--- config.mk ---
export PLATFORM = sky130hd
export DESIGN_NAME = jpeg_hex_stream_packer
export DESIGN_NICKNAME = d
export VERILOG_FILES = /design/src/rtl/jpeg_pkg.sv /design/src/rtl/jpeg_sync_fifo.sv /design/src/rtl/jpeg_hex_stream_packer.sv
export SDC_FILE = /design/constraint.sdc
export NUM_CORES = 1
export LEC_CHECK = 0
export CORE_ASPECT_RATIO = 0.9
export CORE_MARGIN = 3
export CORE_UTILIZATION = 45
export CTS_CLUSTER_SIZE = 14
export DETAILED_ROUTE_END_ITERATION = 8
export PLACE_DENSITY = 0.67
export SETUP_SLACK_MARGIN = 0.3
export SLEW_MARGIN = 10
export SYNTH_ARGS = -nofsm -noshare
export SYNTH_HDL_FRONTEND = slang
export SYNTH_HIERARCHICAL = 1
export SYNTH_SLANG_ARGS = --single-unit
--- constraint.sdc ---
create_clock -name clk -period 6.15 [get_ports clk]
set_input_delay 0.615 -clock clk [delete_from_list [all_inputs] [get_ports clk]]
set_output_delay 0.615 -clock clk [all_outputs]
set_load 0.01 [all_outputs]
--- src/rtl/jpeg_pkg.sv ---
// Shared types and helpers for the JPEG hex-dump stream packer.
//   char_class_e : classification of an incoming ASCII character
//   byte_state_e : byte-level marker / stuffing state
//   classify()   : ASCII -> character class
//   hex_nibble() : ASCII hex digit -> 4-bit value (only meaningful for CC_HEX)
package jpeg_pkg;

  typedef enum logic [1:0] {CC_HEX, CC_WS, CC_BAD} char_class_e;
  typedef enum logic [1:0] {ST_NORMAL, ST_AFTER_FF, ST_DONE} byte_state_e;

  localparam logic [7:0] MARKER_PREFIX = 8'hFF;
  localparam logic [7:0] MARKER_EOI    = 8'hD9;
  localparam logic [7:0] MARKER_SOI    = 8'hD8;
  localparam logic [7:0] STUFF_BYTE    = 8'h00;

  function automatic char_class_e classify(input logic [7:0] c);
    if ((c >= 8'h30 && c <= 8'h39) ||
        (c >= 8'h41 && c <= 8'h46) ||
        (c >= 8'h61 && c <= 8'h66))
      return CC_HEX;
    if (c == 8'h20 || c == 8'h09 || c == 8'h0A || c == 8'h0D)
      return CC_WS;
    return CC_BAD;
  endfunction

  function automatic logic [3:0] hex_nibble(input logic [7:0] c);
    logic [7:0] v;
    if (c <= 8'h39)      v = c - 8'h30;
    else if (c >= 8'h61) v = c - 8'h57;
    else                 v = c - 8'h37;
    return v[3:0];
  endfunction

endpackage

--- src/rtl/jpeg_sync_fifo.sv ---
// First-word-fall-through synchronous FIFO.
//   clk, rst_n (async, active-low), clear (sync soft clear)
//   push/din  : write when push && !full
//   pop/dout  : dout shows the head word whenever !empty; pop advances it
//   full/empty: occupancy flags
module jpeg_sync_fifo #(
  parameter int unsigned WIDTH = 8,
  parameter int unsigned DEPTH = 8
) (
  input  logic             clk,
  input  logic             rst_n,
  input  logic             clear,
  input  logic             push,
  input  logic [WIDTH-1:0] din,
  input  logic             pop,
  output logic [WIDTH-1:0] dout,
  output logic             full,
  output logic             empty
);

  localparam int unsigned AW = $clog2(DEPTH);

  logic [WIDTH-1:0] mem [DEPTH];
  logic [AW-1:0]    wr_ptr;
  logic [AW-1:0]    rd_ptr;
  logic [AW:0]      count;
  logic             do_push;
  logic             do_pop;

  assign full    = (count == (AW+1)'(DEPTH));
  assign empty   = (count == '0);
  assign do_push = push && !full;
  assign do_pop  = pop && !empty;
  assign dout    = mem[rd_ptr];

  always_ff @(posedge clk) begin
    if (do_push) mem[wr_ptr] <= din;
  end

  always_ff @(posedge clk or negedge rst_n) begin
    if (!rst_n) begin
      wr_ptr <= '0;
      rd_ptr <= '0;
      count  <= '0;
    end else if (clear) begin
      wr_ptr <= '0;
      rd_ptr <= '0;
      count  <= '0;
    end else begin
      if (do_push) wr_ptr <= wr_ptr + AW'(1);
      if (do_pop)  rd_ptr <= rd_ptr + AW'(1);
      case ({do_push, do_pop})
        2'b10:   count <= count + (AW+1)'(1);
        2'b01:   count <= count - (AW+1)'(1);
        default: count <= count;
      endcase
    end
  end

endmodule

--- src/rtl/jpeg_hex_stream_packer.sv ---
// JPEG hex-dump stream packer.
// Takes ASCII hex characters one per beat, skips whitespace, flags illegal
// characters, pairs nibbles into bytes, optionally removes 0xFF00 stuffing,
// reports markers and packs bytes MSB-lane-first into OUT_BYTES-wide words
// queued in a FWFT FIFO.
//   in_valid/in_ready/in_char   : character input handshake
//   out_valid/out_ready         : output word handshake (FIFO head)
//   out_data/out_keep/out_last  : packed word, lane-valid mask, EOI flag
//   marker_pulse/marker_code    : marker strobe and its second byte
//   fmt_err                     : sticky illegal-character flag
//   eoi_done                    : EOI word has been queued
//   byte_cnt                    : bytes emitted into the packer (wraps)
module jpeg_hex_stream_packer
  import jpeg_pkg::*;
#(
  parameter int unsigned OUT_BYTES   = 4,
  parameter int unsigned FIFO_DEPTH  = 8,
  parameter bit          STRIP_STUFF = 1'b1
) (
  input  logic                   clk,
  input  logic                   rst_n,
  input  logic                   clear,
  input  logic                   in_valid,
  output logic                   in_ready,
  input  logic [7:0]             in_char,
  output logic                   out_valid,
  input  logic                   out_ready,
  output logic [8*OUT_BYTES-1:0] out_data,
  output logic [OUT_BYTES-1:0]   out_keep,
  output logic                   out_last,
  output logic                   marker_pulse,
  output logic [7:0]             marker_code,
  output logic                   fmt_err,
  output logic                   eoi_done,
  output logic [31:0]            byte_cnt
);

  localparam int unsigned DW = 8 * OUT_BYTES;
  localparam int unsigned FW = DW + OUT_BYTES + 1;
  localparam int unsigned CW = $clog2(OUT_BYTES + 1);

  byte_state_e    state;
  byte_state_e    next_state;
  logic           nib_lo;
  logic [3:0]     hi_nib;
  logic [DW-1:0]  pack_data;
  logic [CW-1:0]  pack_cnt;

  char_class_e    cls;
  logic [3:0]     nib;
  logic [7:0]     cur_byte;
  logic           accept;
  logic           byte_done;
  logic           emit;
  logic           is_marker;
  logic           is_eoi;

  logic [DW-1:0]        word_data;
  logic [OUT_BYTES-1:0] word_keep;
  logic [CW-1:0]        fill;
  logic                 word_full;
  logic                 push;

  logic [FW-1:0]  fifo_dout;
  logic           fifo_full;
  logic           fifo_empty;

  assign in_ready  = !fifo_full && (state != ST_DONE);
  assign accept    = in_valid && in_ready;
  assign cls       = classify(in_char);
  assign nib       = hex_nibble(in_char);
  assign cur_byte  = {hi_nib, nib};
  assign byte_done = accept && (cls == CC_HEX) && nib_lo;

  always_comb begin
    emit       = 1'b0;
    is_marker  = 1'b0;
    is_eoi     = 1'b0;
    next_state = state;
    case (state)
      ST_NORMAL: begin
        emit = 1'b1;
        if (cur_byte == MARKER_PREFIX) next_state = ST_AFTER_FF;
      end
      ST_AFTER_FF: begin
        if (cur_byte == STUFF_BYTE) begin
          emit       = ~STRIP_STUFF;
          next_state = ST_NORMAL;
        end else if (cur_byte == MARKER_PREFIX) begin
          emit = 1'b1;
        end else begin
          emit      = 1'b1;
          is_marker = 1'b1;
          if (cur_byte == MARKER_EOI) begin
            is_eoi     = 1'b1;
            next_state = ST_DONE;
          end else begin
            next_state = ST_NORMAL;
          end
        end
      end
      default: ;
    endcase
  end

  // The incoming byte lands in lane pack_cnt counted from the MSB end;
  // keep is a run of leading ones covering every lane filled so far.
  always_comb begin
    word_data = pack_data;
    for (int unsigned i = 0; i < OUT_BYTES; i++) begin
      if (CW'(i) == pack_cnt) word_data[8*(OUT_BYTES-i)-1 -: 8] = cur_byte;
    end
    fill      = pack_cnt + CW'(1);
    word_keep = ~({OUT_BYTES{1'b1}} >> fill);
    word_full = (pack_cnt == CW'(OUT_BYTES - 1));
    push      = byte_done && emit && (word_full || is_eoi);
  end

  jpeg_sync_fifo #(
    .WIDTH (FW),
    .DEPTH (FIFO_DEPTH)
  ) u_fifo (
    .clk   (clk),
    .rst_n (rst_n),
    .clear (clear),
    .push  (push),
    .din   ({is_eoi, word_keep, word_data}),
    .pop   (out_ready),
    .dout  (fifo_dout),
    .full  (fifo_full),
    .empty (fifo_empty)
  );

  assign out_valid = !fifo_empty;
  assign out_data  = fifo_empty ? '0 : fifo_dout[DW-1:0];
  assign out_keep  = fifo_empty ? '0 : fifo_dout[DW +: OUT_BYTES];
  assign out_last  = fifo_empty ? 1'b0 : fifo_dout[FW-1];

  always_ff @(posedge clk or negedge rst_n) begin
    if (!rst_n) begin
      state        <= ST_NORMAL;
      nib_lo       <= 1'b0;
      hi_nib       <= '0;
      pack_data    <= '0;
      pack_cnt     <= '0;
      marker_pulse <= 1'b0;
      marker_code  <= '0;
      fmt_err      <= 1'b0;
      eoi_done     <= 1'b0;
      byte_cnt     <= '0;
    end else if (clear) begin
      state        <= ST_NORMAL;
      nib_lo       <= 1'b0;
      hi_nib       <= '0;
      pack_data    <= '0;
      pack_cnt     <= '0;
      marker_pulse <= 1'b0;
      marker_code  <= '0;
      fmt_err      <= 1'b0;
      eoi_done     <= 1'b0;
      byte_cnt     <= '0;
    end else begin
      marker_pulse <= 1'b0;
      if (accept) begin
        if (cls == CC_BAD) begin
          fmt_err <= 1'b1;
        end else if (cls == CC_HEX) begin
          if (!nib_lo) begin
            hi_nib <= nib;
            nib_lo <= 1'b1;
          end else begin
            nib_lo <= 1'b0;
          end
        end
      end
      if (byte_done) begin
        state <= next_state;
        if (is_marker) begin
          marker_pulse <= 1'b1;
          marker_code  <= cur_byte;
        end
        if (emit) begin
          byte_cnt <= byte_cnt + 32'd1;
          if (push) begin
            pack_data <= '0;
            pack_cnt  <= '0;
            if (is_eoi) eoi_done <= 1'b1;
          end else begin
            pack_data <= word_data;
            pack_cnt  <= pack_cnt + CW'(1);
          end
        end
      end
    end
  end

endmodule

==> impl_metrics.ini <==
[power]
sequentialPowerShare_pct = 53.1
power_frac_comb_pct = 2.2
power.internal_uw = 4230
standby_leakage_power_uw = 0.00690
power_per_cell_area_nw_per_um2 = 263
design_power_total_uw = 5310
total_switching_power_uw = 1080
share_clk_of_total_power_pct = 44.7
vdd.ir_drop.worst_v = 0.000218
p_sw_share_pct = 20.4

[routing]
route.detailed.drc = 0
top_layer = met4
met3_wirelength_um = 1990
route.vias.total = 10100
routedLengthMet1_um = 17300
detailedRoute.firstIterationViolations = 664
dr.pass1.iters = 5
post_drt_wl_per_cell_um = 21.7
totalWireLength_um = 37900
route.antenna.remaining_nets = 0
route.met2.wl_um = 18100
vias_per_cell = 5.78

[logic_synthesis]
async_flop_share_pct = 24.3
syn-num-nets = 1171
synth_top_cell_by_area = sky130_fd_sc_hd__edfxtp_1
synthTopCellsByArea = sky130_fd_sc_hd__edfxtp_1 51%, sky130_fd_sc_hd__dfrtp_1 14%, sky130_fd_sc_hd__mux4_2 9.6%
synth.yosys.warnings = 6
synthDistinctLibCells = 70
synth_area_um2 = 17500
synth_seq_cells = 391
synth_edf_count = 296
post_synth_inst_count = 1141
ys_flop_type = sky130_fd_sc_hd__edfxtp_1
synthesis.area_per_instance_um2 = 15.3
synth-seq-area-share_pct = 64.6
post-synth-top-area-fraction_pct = 50.9

[clocking]
tritoncts = done
path_clk_slew_ns = 0.06
tritoncts.num_buffers = 41
clk_path_buf_depth = 3
cts_repair_resize_count = 0
clkLatencyLatePin_ns = 0.55
clock_sink_total = 391
cts_hold_repair.buffers = 0
ctsHtreeMaxLevel = 2
post-cts-setup-buffer-count = 0
clock_root_buffer = sky130_fd_sc_hd__clkbuf_16

[worst_setup_path]
arrival_ns = 4.98
endpoint = u_fifo/mem[0][22]$_DFFE_PP_
ff2ff_setup_slack_ns = 2.27
critical_path_peak_fanout = 37
crit_path_end_kind = flop
worstReg2RegEnd = u_fifo/mem[0][22]$_DFFE_PP_
setup_crit_path_kind = in2reg
start_kind = primary input
timing.reg2reg.worst_path_depth = 8
crit-reg2reg-launch = hi_nib[2]$_DFFE_PN0P_
critPathLaunch = in_char[0]
worst-endpoint-required_ns = 6.31

[layout]
antenna-diode-count = 0
synthToLayoutAreaGrowth_pct = 16.0
multiInputGateArea_um2 = 5860
filler_cell_count = 3049
layout-drive-gt1-share_pct = 21.5
final_design_utilization_pct = 53.7
final_nets = 1264
register_area_um2 = 11300
final_cell_count_no_fill = 1750

[global_route]
gr-usage-all-layers_pct = 18.7
grt_start_max_net_pins = 97
global_route.overflow_total = 0
grt_first_pass_wirelength_um = 59500
antenna_found_initial = 0
via_count_of_the_first_global_routing_pass = 10200

[min_path]
hold_path_class = in2async

[floorplanning]
pin_count = 95
die-height_um = 193
start_util_pct = 46.3
core_area_um2 = 37700
floorplan.die_area_um2 = 41200
number_of_placement_rows = 67
die_w_um = 214

[sta]
timing_max_transition_violations_final = 0
holdWs_ns = 0.158
timing.clock.skew_ns = 0.0224
fmax_mhz = 208
finalHoldViolations = 0
setup_violations = 0
worstMarginPinSlew_ns = 1.25
grt_setup_unrepaired = false
min_period_ns = 4.81
period_share_pct = 78.3
setup_total_negative_slack_ns = 0
max_slew_margin_pct = 15.4

[placement]
numPlacedInstances = 1673
place_congestion = 0.804
dp_hpwl_um = 23100
port_buffers = 94

[flow_run]
cap_viol_max_count = 0

[status]
run_status = complete, no violations
==> worst max-delay path, cell delays in order <==
cell and delay [ns]:
sky130_fd_sc_hd__clkdlybuf4s50_1 0.61, sky130_fd_sc_hd__inv_1 0.16, sky130_fd_sc_hd__ha_1 0.26, sky130_fd_sc_hd__o21bai_1 0.31
sky130_fd_sc_hd__a21oi_2 0.14, sky130_fd_sc_hd__mux2_2 0.36, sky130_fd_sc_hd__o41a_1 0.70, sky130_fd_sc_hd__a211oi_4 0.34
sky130_fd_sc_hd__a21boi_1 0.40, sky130_fd_sc_hd__nand2b_1 0.35, sky130_fd_sc_hd__nor3_4 0.19, sky130_fd_sc_hd__buf_4 0.53
==> power groups by stage <==
stage / combinational [uW] / sequential, uW / clock, uW
2_1_floorplan: 63.9 / 2880 / 0
3_3_place_gp: 112 / 2880 / 0
3_5_place_dp: 115 / 2880 / 0
4_1_cts: 115 / 2820 / 2420
5_1_grt: 127 / 2820 / 2530
6_report: 115 / 2820 / 2370
==> per-stage QoR <==
step | worst slack, ns | area (um2)
after global routing | 1.14 | 20200
after floorplan | 0.905 | 17500
after global placement | 0.916 | 18900
after CTS | 1.36 | 20200
final | 1.34 | 20200
after detailed placement | 0.802 | 18900
==> worst min path at each step <==
stage / start / endpoint / slack, ns / depth (start not counted)
final: rst_n / byte_cnt[30]$_DFFE_PN0P_ / 0.16 / 1
after global routing: rst_n / byte_cnt[1]$_DFFE_PN0P_ / 0.21 / 1
after CTS: rst_n / byte_cnt[27]$_DFFE_PN0P_ / 0.18 / 1
after detailed placement: pack_data[30]$_DFFE_PN0P_ / pack_data[30]$_DFFE_PN0P_ / 0.49 / 1
after global placement: pack_data[13]$_DFFE_PN0P_ / pack_data[13]$_DFFE_PN0P_ / 0.49 / 1
after floorplan: rst_n / byte_cnt[0]$_DFFE_PN0P_ / 0.32 / 0
==> registers in the layout (all words and copies together) (netlist names) <==
register       cells
hi_nib             4
fmt_err            1
u_fifo/mem       296
u_fifo/rd_ptr      3
nib_lo             1
u_fifo/wr_ptr      3
marker_pulse       1
pack_cnt           3
marker_code        8
pack_data         32
eoi_done           1
u_fifo/count       4
state              2
byte_cnt          32
==> cells in the final DEF (no fill, tap or decap), types with 33 or more instances in the layout <==
master                            Yosys  final
sky130_fd_sc_hd__clkdlybuf4s50_1      0     92
sky130_fd_sc_hd__dfrtp_1             95     92
sky130_fd_sc_hd__a21oi_1             33     33
sky130_fd_sc_hd__nor2_1              64     57
sky130_fd_sc_hd__edfxtp_1           296    296
sky130_fd_sc_hd__mux4_2              74     74
sky130_fd_sc_hd__nand3_1             39     39
sky130_fd_sc_hd__mux2_2              77     77
sky130_fd_sc_hd__nand2_1             69     69
sky130_fd_sc_hd__nor2b_1             70     70
sky130_fd_sc_hd__clkbuf_16            0     42
==> per-layer routing <==
metal | vias to the layer above | GRT usage, %
met4 | 0 | 4.17
met3 | 50 | 3.19
li1 | 4594 | -
met2 | 275 | 30.3
met5 | - | 0
met1 | 5190 | 26.9
==> area by class of cell <==
type                            instances  share of cell area (%)
Clock buffer                           50                    5.34
Clock inverter                         26                    1.06
Inverter                               15                   0.278
Multi-Input combinational cell        665                    28.9
Sequential cell                       391                    55.7
Tap cell                              483                    2.99
Timing Repair Buffer                  120                    5.70
==> cells by family after synthesis <==
kind of cell,share of synthesized area [%]
xor gates and xnor gates,0.401
muxes,15.9
adders and majority gates,1.28
AOI/OAI and AO/OA,5.87
DFF,64.6
buffers and inverters,2.34
and+or+nand+nor,9.69
==> synth_stat cells, types with 2 or more instances <==
library cell                instances
sky130_fd_sc_hd__mux2i_1           21
sky130_fd_sc_hd__buf_2             20
sky130_fd_sc_hd__nor3b_1           10
sky130_fd_sc_hd__and3_1             5
sky130_fd_sc_hd__buf_6              7
sky130_fd_sc_hd__or2_1              3
sky130_fd_sc_hd__nand4_1           13
sky130_fd_sc_hd__edfxtp_1         296
sky130_fd_sc_hd__o211ai_1           2
sky130_fd_sc_hd__nand2b_1          12
sky130_fd_sc_hd__nand2_1           69
sky130_fd_sc_hd__xor2_1             4
sky130_fd_sc_hd__and2_1             5
sky130_fd_sc_hd__xnor2_1            4
sky130_fd_sc_hd__buf_1              3
sky130_fd_sc_hd__nor2_1            64
sky130_fd_sc_hd__clkbuf_1          36
sky130_fd_sc_hd__nor3_1            19
sky130_fd_sc_hd__nor4_1             4
sky130_fd_sc_hd__mux4_2            74
sky130_fd_sc_hd__o21ai_2            2
sky130_fd_sc_hd__ha_1              17
sky130_fd_sc_hd__a2111oi_0         15
sky130_fd_sc_hd__o21ai_0           28
sky130_fd_sc_hd__mux2_1             2
sky130_fd_sc_hd__mux2_2            77
sky130_fd_sc_hd__and4_1             5
sky130_fd_sc_hd__inv_1             14
sky130_fd_sc_hd__nor4b_1            3
sky130_fd_sc_hd__a2bb2oi_1          2
sky130_fd_sc_hd__dfrtp_1           95
sky130_fd_sc_hd__buf_4              3
sky130_fd_sc_hd__a211oi_1          14
sky130_fd_sc_hd__nand3_1           39
sky130_fd_sc_hd__a21oi_1           33
sky130_fd_sc_hd__a311o_1            2
sky130_fd_sc_hd__nor2b_1           70
sky130_fd_sc_hd__o311a_1            2
sky130_fd_sc_hd__a31o_2            14
sky130_fd_sc_hd__a211o_1            2
sky130_fd_sc_hd__a2111oi_4          2
Note: power is estimated with default switching activity, not from simulation.
